--- src/rtl/fifo_level.sv ---
// Single-clock FWFT FIFO with occupancy count, programmable almost-full/almost-empty
// thresholds and sticky overflow/underflow flags.
module fifo_level #(
    parameter int DATA_WIDTH = 24,
    parameter int ADDR_WIDTH = 3,
    parameter int AF_LEVEL   = 6,
    parameter int AE_LEVEL   = 2
) (
    input  logic                  clk,
    input  logic                  reset,
    input  logic                  rd,
    input  logic                  wr,
    input  logic                  flush,
    input  logic                  clr_err,
    input  logic [DATA_WIDTH-1:0] w_data,
    output logic [DATA_WIDTH-1:0] r_data,
    output logic                  empty,
    output logic                  full,
    output logic                  almost_empty,
    output logic                  almost_full,
    output logic [ADDR_WIDTH:0]   count,
    output logic                  overflow,
    output logic                  underflow
);

    localparam int DEPTH = 2 ** ADDR_WIDTH;
    localparam logic [ADDR_WIDTH:0] DEPTH_C = (ADDR_WIDTH + 1)'(DEPTH);
    localparam logic [ADDR_WIDTH:0] AF_C    = (ADDR_WIDTH + 1)'(AF_LEVEL);
    localparam logic [ADDR_WIDTH:0] AE_C    = (ADDR_WIDTH + 1)'(AE_LEVEL);

    logic [DATA_WIDTH-1:0] mem [DEPTH];
    logic [ADDR_WIDTH-1:0] wr_ptr;
    logic [ADDR_WIDTH-1:0] rd_ptr;
    logic [ADDR_WIDTH:0]   count_q;
    logic                  ovf_q;
    logic                  udf_q;

    logic wr_ok;
    logic rd_ok;
    logic ovf_set;
    logic udf_set;

    // Status is derived from registered count only, so no rd/wr-to-flag path exists.
    assign empty        = (count_q == '0);
    assign full         = (count_q == DEPTH_C);
    assign almost_full  = (count_q >= AF_C);
    assign almost_empty = (count_q <= AE_C);
    assign count        = count_q;
    assign overflow     = ovf_q;
    assign underflow    = udf_q;
    assign r_data       = empty ? '0 : mem[rd_ptr];

    // A full FIFO still accepts a write when the head is popped on the same edge.
    assign wr_ok   = wr & (~full | rd);
    assign rd_ok   = rd & ~empty;
    assign ovf_set = ~flush & wr & full & ~rd;
    assign udf_set = ~flush & rd & empty;

    always_ff @(posedge clk) begin
        if (reset && !flush && wr_ok) begin
            mem[wr_ptr] <= w_data;
        end
    end

    always_ff @(posedge clk) begin
        if (!reset) begin
            wr_ptr  <= '0;
            rd_ptr  <= '0;
            count_q <= '0;
            ovf_q   <= 1'b0;
            udf_q   <= 1'b0;
        end else begin
            ovf_q <= (ovf_q & ~clr_err) | ovf_set;
            udf_q <= (udf_q & ~clr_err) | udf_set;
            if (flush) begin
                wr_ptr  <= '0;
                rd_ptr  <= '0;
                count_q <= '0;
            end else begin
                if (wr_ok) wr_ptr <= wr_ptr + 1'b1;
                if (rd_ok) rd_ptr <= rd_ptr + 1'b1;
                case ({wr_ok, rd_ok})
                    2'b10:   count_q <= count_q + 1'b1;
                    2'b01:   count_q <= count_q - 1'b1;
                    default: count_q <= count_q;
                endcase
            end
        end
    end

endmodule

--- config.mk ---
export PLATFORM = sky130hd
export DESIGN_NAME = fifo_level
export DESIGN_NICKNAME = d
export VERILOG_FILES = /design/src/rtl/fifo_level.sv
export SDC_FILE = /design/constraint.sdc
export NUM_CORES = 1
export LEC_CHECK = 0
export ABC_AREA = 0
export CAP_MARGIN = 20
export CORE_ASPECT_RATIO = 0.75
export CORE_MARGIN = 4
export CORE_UTILIZATION = 51
export DETAILED_ROUTE_END_ITERATION = 8
export PLACE_DENSITY = 0.72
export SETUP_SLACK_MARGIN = 0.5
export SLEW_MARGIN = 10
export SYNTH_ARGS = -nofsm -noshare
export SYNTH_HDL_FRONTEND = slang
export SYNTH_SLANG_ARGS = --single-unit
--- constraint.sdc ---
create_clock -name clk -period 4.18 [get_ports clk]
set_clock_uncertainty 0.15 [all_clocks]
set_input_delay 0.836 -clock clk [delete_from_list [all_inputs] [get_ports clk]]
set_output_delay 0.836 -clock clk [all_outputs]
set_load 0.1 [all_outputs]
==> summary.md, run 1 <==
| Metric | Value |
|---|---|
| Status | `complete, no violations` |
| CTS max path bufs | `3` |
| Yosys warns | `0` |
| ANT cells | `0` |
| Max Cap Violations | `0` |
| CTS tree | `done` |
| Gate Count Post-Synth | `392` |
| Relative slew slack | `34.8%` |
| Root Driver | `clkbuf_16` |
| FILL cells | `1075` |
| Main synth FF type | `edfxtp_1` |
| # port buffers | `63` |
| Setup CP Type | `flop to primary output` |
| Internal | `0.00339 W` |
| Setup_tns | `0 ps` |
| Row count | `39` |
| Worst hold stages | `2` |
| Max VDD drop | `0.268 mV` |
| Worst reg2reg path depth | `10` |
| Top post-synthesis cells by area | `edfxtp_1 (71%), mux4_2 (13%), dfxtp_1 (3.7%), mux2i_1 (3.2%), nor2_1 (1.9%)` |
| Crit-path cells | `buf_4, mux4_2, mux2i_1, nor2_1, buf_4` |
| Unique masters post-synth | `36` |
| Crit path max fanout | `13` |
| Post-synth EDFFs | `192` |
| Final setup viols | `0` |
| Detailed Route WL | `around 16000 um` |
| Final Hold Slack | `about 350 ps` |
| Net switching power | `0.000968 W` |
| Largest net degree at the start of global routing | `32` |
| GRT Util Overall | `17.9%` |
| Final max-slew violation count | `0` |
| Startpoint Class | `flop` |
| Total Power | `0.00436 W` |
| Sequential share of power | `between 50% and 60%` |
| Unrepaired setup endpoints after global routing | `no` |
| CP Data Arrival Time | `2390 ps` |
| Buf/Inv on CP | `2` |
| Required time of the critical path | `about 3200 ps` |
| Worst path max stage delay | `550 ps` |
| Total iterations of the first detailed-routing run | `5` |
| Delay-heaviest family, CP | `multiplexers` |
| Via count | `slightly above 4000` |
| Hold Fails Final Rpt | `0` |
| Post-synth top area share | `71.3%` |
| DR iter-0 viols | `~350` |
| CTS Sinks | `207` |
| CP Depth | `5` |
| H-tree Lvls | `1` |
| Pre-CTS setup slack | `~770 ps` |
| Crit path time final | `3380 ps` |
| Placeable core region | `0.0154 mm^2` |
| Die span in x | `153 um` |
| Clock slew at reported path FFs | `around 60 ps` |
| Achievable frequency | `296 MHz` |
| Crit. End Element | `primary output` |
| FF+latch count, synth | `207` |
| Logic pwr share | `7.8%` |
| Post-route ant nets | `0` |
| Initial Util | `a little over half` |
| Total Die Area | `0.0180 mm^2` |
| First-pass GRT wire length | `approximately 24000 um` |
| HP Class | `flop to flop` |
| Mean post-synth cell area | `20.6 um^2` |
| CP max stage cell | `mux4_2` |
| Avg WL per Cell | `22.5 um` |
| Post-synth net total | `427` |
| Fraction of layout cells with a size suffix above 1 | `just over 30%` |
| Nets | `517` |
| IO Count | `64` |
| Synth top cells by count | `edfxtp_1 (192), mux4_2 (48), nor2_1 (40)` |
| Initial antenna violation count | `0` |
| DR vias/cell | `roughly 5.8` |
| Total CTS buffers | `20` |
| Slew at the pin closest to its max-slew limit | `975 ps` |
| Synthesized area | `just over 0.008 mm^2` |
| PD cells | `approximately 450 mW/mm^2` |
| Synth-to-layout area growth | `20.1%` |
| Remaining DRCs | `0` |
| Most instantiated library cell after synthesis | `edfxtp_1` |
| Period utilisation layout | `80.8%` |
| Leakage | `3.09 nW` |
| Sequential element share of the synthesized area | `75.0%` |
| Switching Share | `22.2%` |
| Grt ovf | `0` |
| Clock share of power | `around two fifths` |
| GPL Wtd Cong | `0.690` |
| Post-route worst setup slack | `803 ps` |
| Die extent in y | `117 um` |
| Cell mode on critical path | `buf_4` |
| Vias in the first global route | `about 4100` |
| Worst-Skew Late Latency | `490 ps` |
| Async S/R FF share, synth | `0%` |
| Yosys top cell by area | `edfxtp_1` |
| Hpwl dp | `~9800 um` |
-- metrics by stage --
| step | instance area, um^2 | util [%] | std cells |
|---|---|---|---|
| floorplan | 8120 | - | 392 |
| global placement | 9050 | 58.9 | 664 |
| detailed placement | 9050 | 58.9 | 664 |
| CTS | 9680 | 63.0 | 700 |
| global route | 9710 | 63.2 | 701 |
| finish | 9710 | 63.2 | 701 |
-- path summary, 6_finish.rpt --
kind	endpoint	slack [ps]	startpoint
max	r_data[12]	800	flop
min	underflow$_SDFF_PN0_	350	underflow$_SDFF_PN0_
max reg2reg	count[2]$_SDFFE_PP0P_	1320	count[1]$_SDFFE_PP0P_
min reg2reg	underflow$_SDFF_PN0_	350	underflow$_SDFF_PN0_
-- power groups by stage --
stage / clock [W] / sequential [W] / combinational (W)
final: 0.00173 / 0.00229 / 0.000341
after floorplan: 0 / 0.00234 / 0.000218
after global routing: 0.00186 / 0.00229 / 0.000358
after global placement: 0 / 0.00233 / 0.000334
after detailed placement: 0 / 0.00233 / 0.000339
after CTS: 0.00177 / 0.00229 / 0.000340
-- worst min-delay path, delay by kind of cell (launching register included) --
family	cells	cell delay (ps)
flops	1	310
compound gates	1	70
simple gates	1	70
-- metal layers --
layer	vias to the layer above	routed length [um]	track usage, %
met4	0	330	4.94
met2	110	7840	29.9
met1	2133	6870	25.1
met5	-	0	0
li1	1768	-	-
met3	23	715	3.16
-- state kept, by name (all words and copies together), names as in the netlist, named ones only --
| signal | flops |
|---|---|
| mem | 192 |
| count | 4 |
| rd_ptr | 3 |
| wr_ptr | 3 |
| overflow | 1 |
| underflow | 1 |
-- cell type report --
| cell class | instances | area [um^2] | area share, % |
|---|---|---|---|
| clock inverter | 7 | 62.6 | 0.644 |
| clock buffer | 29 | 576 | 5.92 |
| timing repair buffer | 86 | 771 | 7.93 |
| inverter | 3 | 11.3 | 0.116 |
| tap | 205 | 256 | 2.64 |
| multi-input combinational | 164 | 1960 | 20.2 |
| sequential | 207 | 6080 | 62.6 |
-- cells in the final DEF, fill, tap and decap left out, types with 2 or more instances in the layout --
cell type,netlist,final
a21oi_1,2,2
clkinv_1,0,2
nor2_1,40,31
dfxtp_4,0,2
buf_4,5,47
nor3_4,0,2
inv_1,3,3
nor2b_1,3,3
clkbuf_16,0,21
clkbuf_1,6,6
edfxtp_1,192,192
clkinv_2,0,2
or3_4,2,2
dfxtp_2,0,5
ha_1,5,5
nand2b_1,4,4
clkinvlp_4,0,2
nand2_1,3,3
mux2i_1,26,26
nor2_2,0,9
xnor2_1,2,2
dfxtp_1,15,8
o21ai_0,4,4
mux4_2,48,48
clkbuf_8,0,2
xor2_1,5,5
nand3b_1,3,3
clkdlybuf4s50_1,0,37
-- timing repair --
item	CTS	global route
hold endpoints to repair	0	0
resized for setup	0	1
hold buffers	0	0
buffers inserted	0	1
setup endpoints to repair	0	6
-- logic make-up after synthesis --
| logic type | count (synthesis) | share of synthesized area, % |
|---|---|---|
| compound gates | 14 | 1.39 |
| xor+xnor | 7 | 0.758 |
| fa+ha+maj | 5 | 0.774 |
| buf+inv | 21 | 1.39 |
| flops | 207 | 75.0 |
| mux | 74 | 16.6 |
| simple gates | 64 | 4.08 |
Power figures use the tool's default switching activity.
==> inputs of run 2 (changes only) <==
Settings changed: PLACE_DENSITY 0.72 to 0.75.
Clock period 4.18 ns to 2.9 ns, I/O delays scaled along.
==> summary.md, run 2 (synthesis gave the netlist of run 1 again) <==
| Metric | Value |
|---|---|
| Die span in x | `153 um` |
| Worst reg2reg path depth | `9` |
| Fraction of layout cells with a size suffix above 1 | `about 46%` |
| Avg WL per Cell | `23.6 um` |
| Crit. End Element | `primary output` |
| ANT cells | `0` |
| CTS Sinks | `207` |
| DR iter-0 viols | `309` |
| Post-route worst setup slack | `25.6 ps` |
| Crit path time final | `roughly 2900 ps` |
| Hold buffers post-CTS | `0` |
| DR vias/cell | `5.72` |
| PD cells | `roughly 600 mW/mm^2` |
| Final max-slew violation count | `0` |
| Clock slew at reported path FFs | `60 ps` |
| Logic pwr share | `roughly 11%` |
| Largest register by flop count | `mem` |
| Post-route ant nets | `0` |
| Worst-Skew Late Latency | `between 400 and 500 ps` |
| Worst path max stage delay | `550 ps` |
| Net switching power | `0.00148 W` |
| Total iterations of the first detailed-routing run | `4` |
| CTS max path bufs | `3` |
| CP max stage cell | `mux4_2` |
| Startpoint Class | `flop` |
| Relative slew slack | `73.1%` |
| H-tree Lvls | `1` |
| Most frequent cells in the layout | `edfxtp_1 (192), mux4_2 (48), buf_4 (37), buf_12 (36), clkdlybuf4s50_1 (28)` |
| Crit path max fanout | `24` |
| First-pass GRT wire length | `26700 um` |
| Largest register FFs | `192` |
| Vias in the first global route | `4437` |
| Total Die Area | `between 0.015 and 0.02 mm^2` |
| CP Data Arrival Time | `2140 ps` |
| Nets | `542` |
| Switching Share | `22.6%` |
| Slew at the pin closest to its max-slew limit | `403 ps` |
| Pre-CTS setup slack | `80.1 ps` |
| Final setup viols | `0` |
| Root Driver | `clkbuf_16` |
| Clock share of power | `38.7%` |
| Via count | `4153` |
| Synth-to-layout area growth | `35.1%` |
| Detailed Route WL | `around 17000 um` |
| # port buffers | `63` |
| Placeable core region | `0.0154 mm^2` |
| Status | `complete, no violations` |
| IO Count | `64` |
| Crit-path cells | `buf_16, mux4_2, mux2i_2, nor2_4, buf_12` |
| Row count | `39` |
| Grt ovf | `0` |
| Period utilisation layout | `99.1%` |
| HP Class | `flop to flop` |
| Initial antenna violation count | `0` |
| GRT Util Overall | `19.7%` |
| Setup_tns | `0 ps` |
| Remaining DRCs | `0` |
| Setup CP Type | `flop to primary output` |
| Die extent in y | `between 100 and 150 um` |
| Hpwl dp | `around 9500 um` |
| Sequential share of power | `between 50 and 60%` |
| Leakage | `3.47 nW` |
| Unrepaired setup endpoints after global routing | `yes` |
| Achievable frequency | `348 MHz` |
| Initial Util | `52.6%` |
| Worst hold stages | `2` |
| Max Cap Violations | `0` |
| Max VDD drop | `0.394 mV` |
| Internal | `0.00505 W` |
| CTS tree | `done` |
| Total CTS buffers | `20` |
| Most common cell after layout, fill and taps aside | `edfxtp_1` |
| Hold Fails Final Rpt | `0` |
| GPL Wtd Cong | `0.726` |
| Required time of the critical path | `2170 ps` |
| Largest net degree at the start of global routing | `31` |
| Final Hold Slack | `332 ps` |
run 2: cell count changes in the layout (fill, tap and decap cells not counted), moves of 4 or more:
cell,change
buf_16,+4
mux2i_4,+17
dfxtp_4,+4
nor2_2,-4
buf_4,-10
mux2i_2,+7
clkbuf_1,-5
clkdlybuf4s50_1,-9
nor2_4,+25
mux2i_1,-24
nor2_1,-21
dfxtp_2,-4
clkinv_1,+5
buf_12,+35
run 2: worst max-delay path, delay by kind of cell (launching register included):
family	cells	cell delay, ps
buffers and inverters	2	390
DFF	1	400
muxes	2	770
and+or+nand+nor	1	70
run 2: path summary, 6_finish.rpt:
path                            slack, ps               endpoint                  start
worst max-delay path                   30             r_data[20]                   flop
worst min register to register        330   underflow$_SDFF_PN0_   underflow$_SDFF_PN0_
worst max register to register        370  count[2]$_SDFFE_PP0P_  count[0]$_SDFFE_PP0P_
worst min-delay path                  330   underflow$_SDFF_PN0_   underflow$_SDFF_PN0_
run 2: what timing repair did:
item | in CTS | in global routing
resized for setup | 39 | 22
gates cloned | 5 | 0
endpoints found under the setup margin | 28 | 28
hold endpoints to repair | 0 | 0
setup buffers | 12 | 5
pin swaps | 7 | 5
run 2: per-stage QoR:
stage | power [W] | cells | area (um^2) | utilization (%)
2_1_floorplan | 0.00374 | 392 | 8380 | -
4_1_cts | 0.00656 | 721 | 10700 | 69.8
5_1_grt | 0.00675 | 726 | 10900 | 71.1
3_5_place_dp | 0.00398 | 668 | 9700 | 63.1
3_3_place_gp | 0.00396 | 668 | 9700 | 63.1
6_report | 0.00653 | 726 | 10900 | 71.1
run 2: metal layers:
metal	wire length, um	GRT usage, %	part of all wire [%]	vias up
li1	-	-	-	1822
met1	7050	26.9	41	2174
met2	8810	34.7	51	133
met3	1040	3.05	6.0	24
met4	260	3.94	1.5	0
met5	0	0	0	-
run 2: cell type report:
cell class	count	area (um^2)
sequential	207	6090
fill	878	4450
multi-input combinational	164	2430
timing repair buffer	111	1500
clock buffer	22	529
tap	205	256
clock inverter	14	114
inverter	3	13.8
run 2: power by group through the flow:
stage / sequential, W / clock, W / combinational (W)
5_1_grt: 0.00329 / 0.00272 / 0.000742
4_1_cts: 0.00329 / 0.00258 / 0.000699
3_5_place_dp: 0.00335 / 0 / 0.000623
3_3_place_gp: 0.00335 / 0 / 0.000612
2_1_floorplan: 0.00337 / 0 / 0.000365
6_report: 0.00329 / 0.00253 / 0.000713
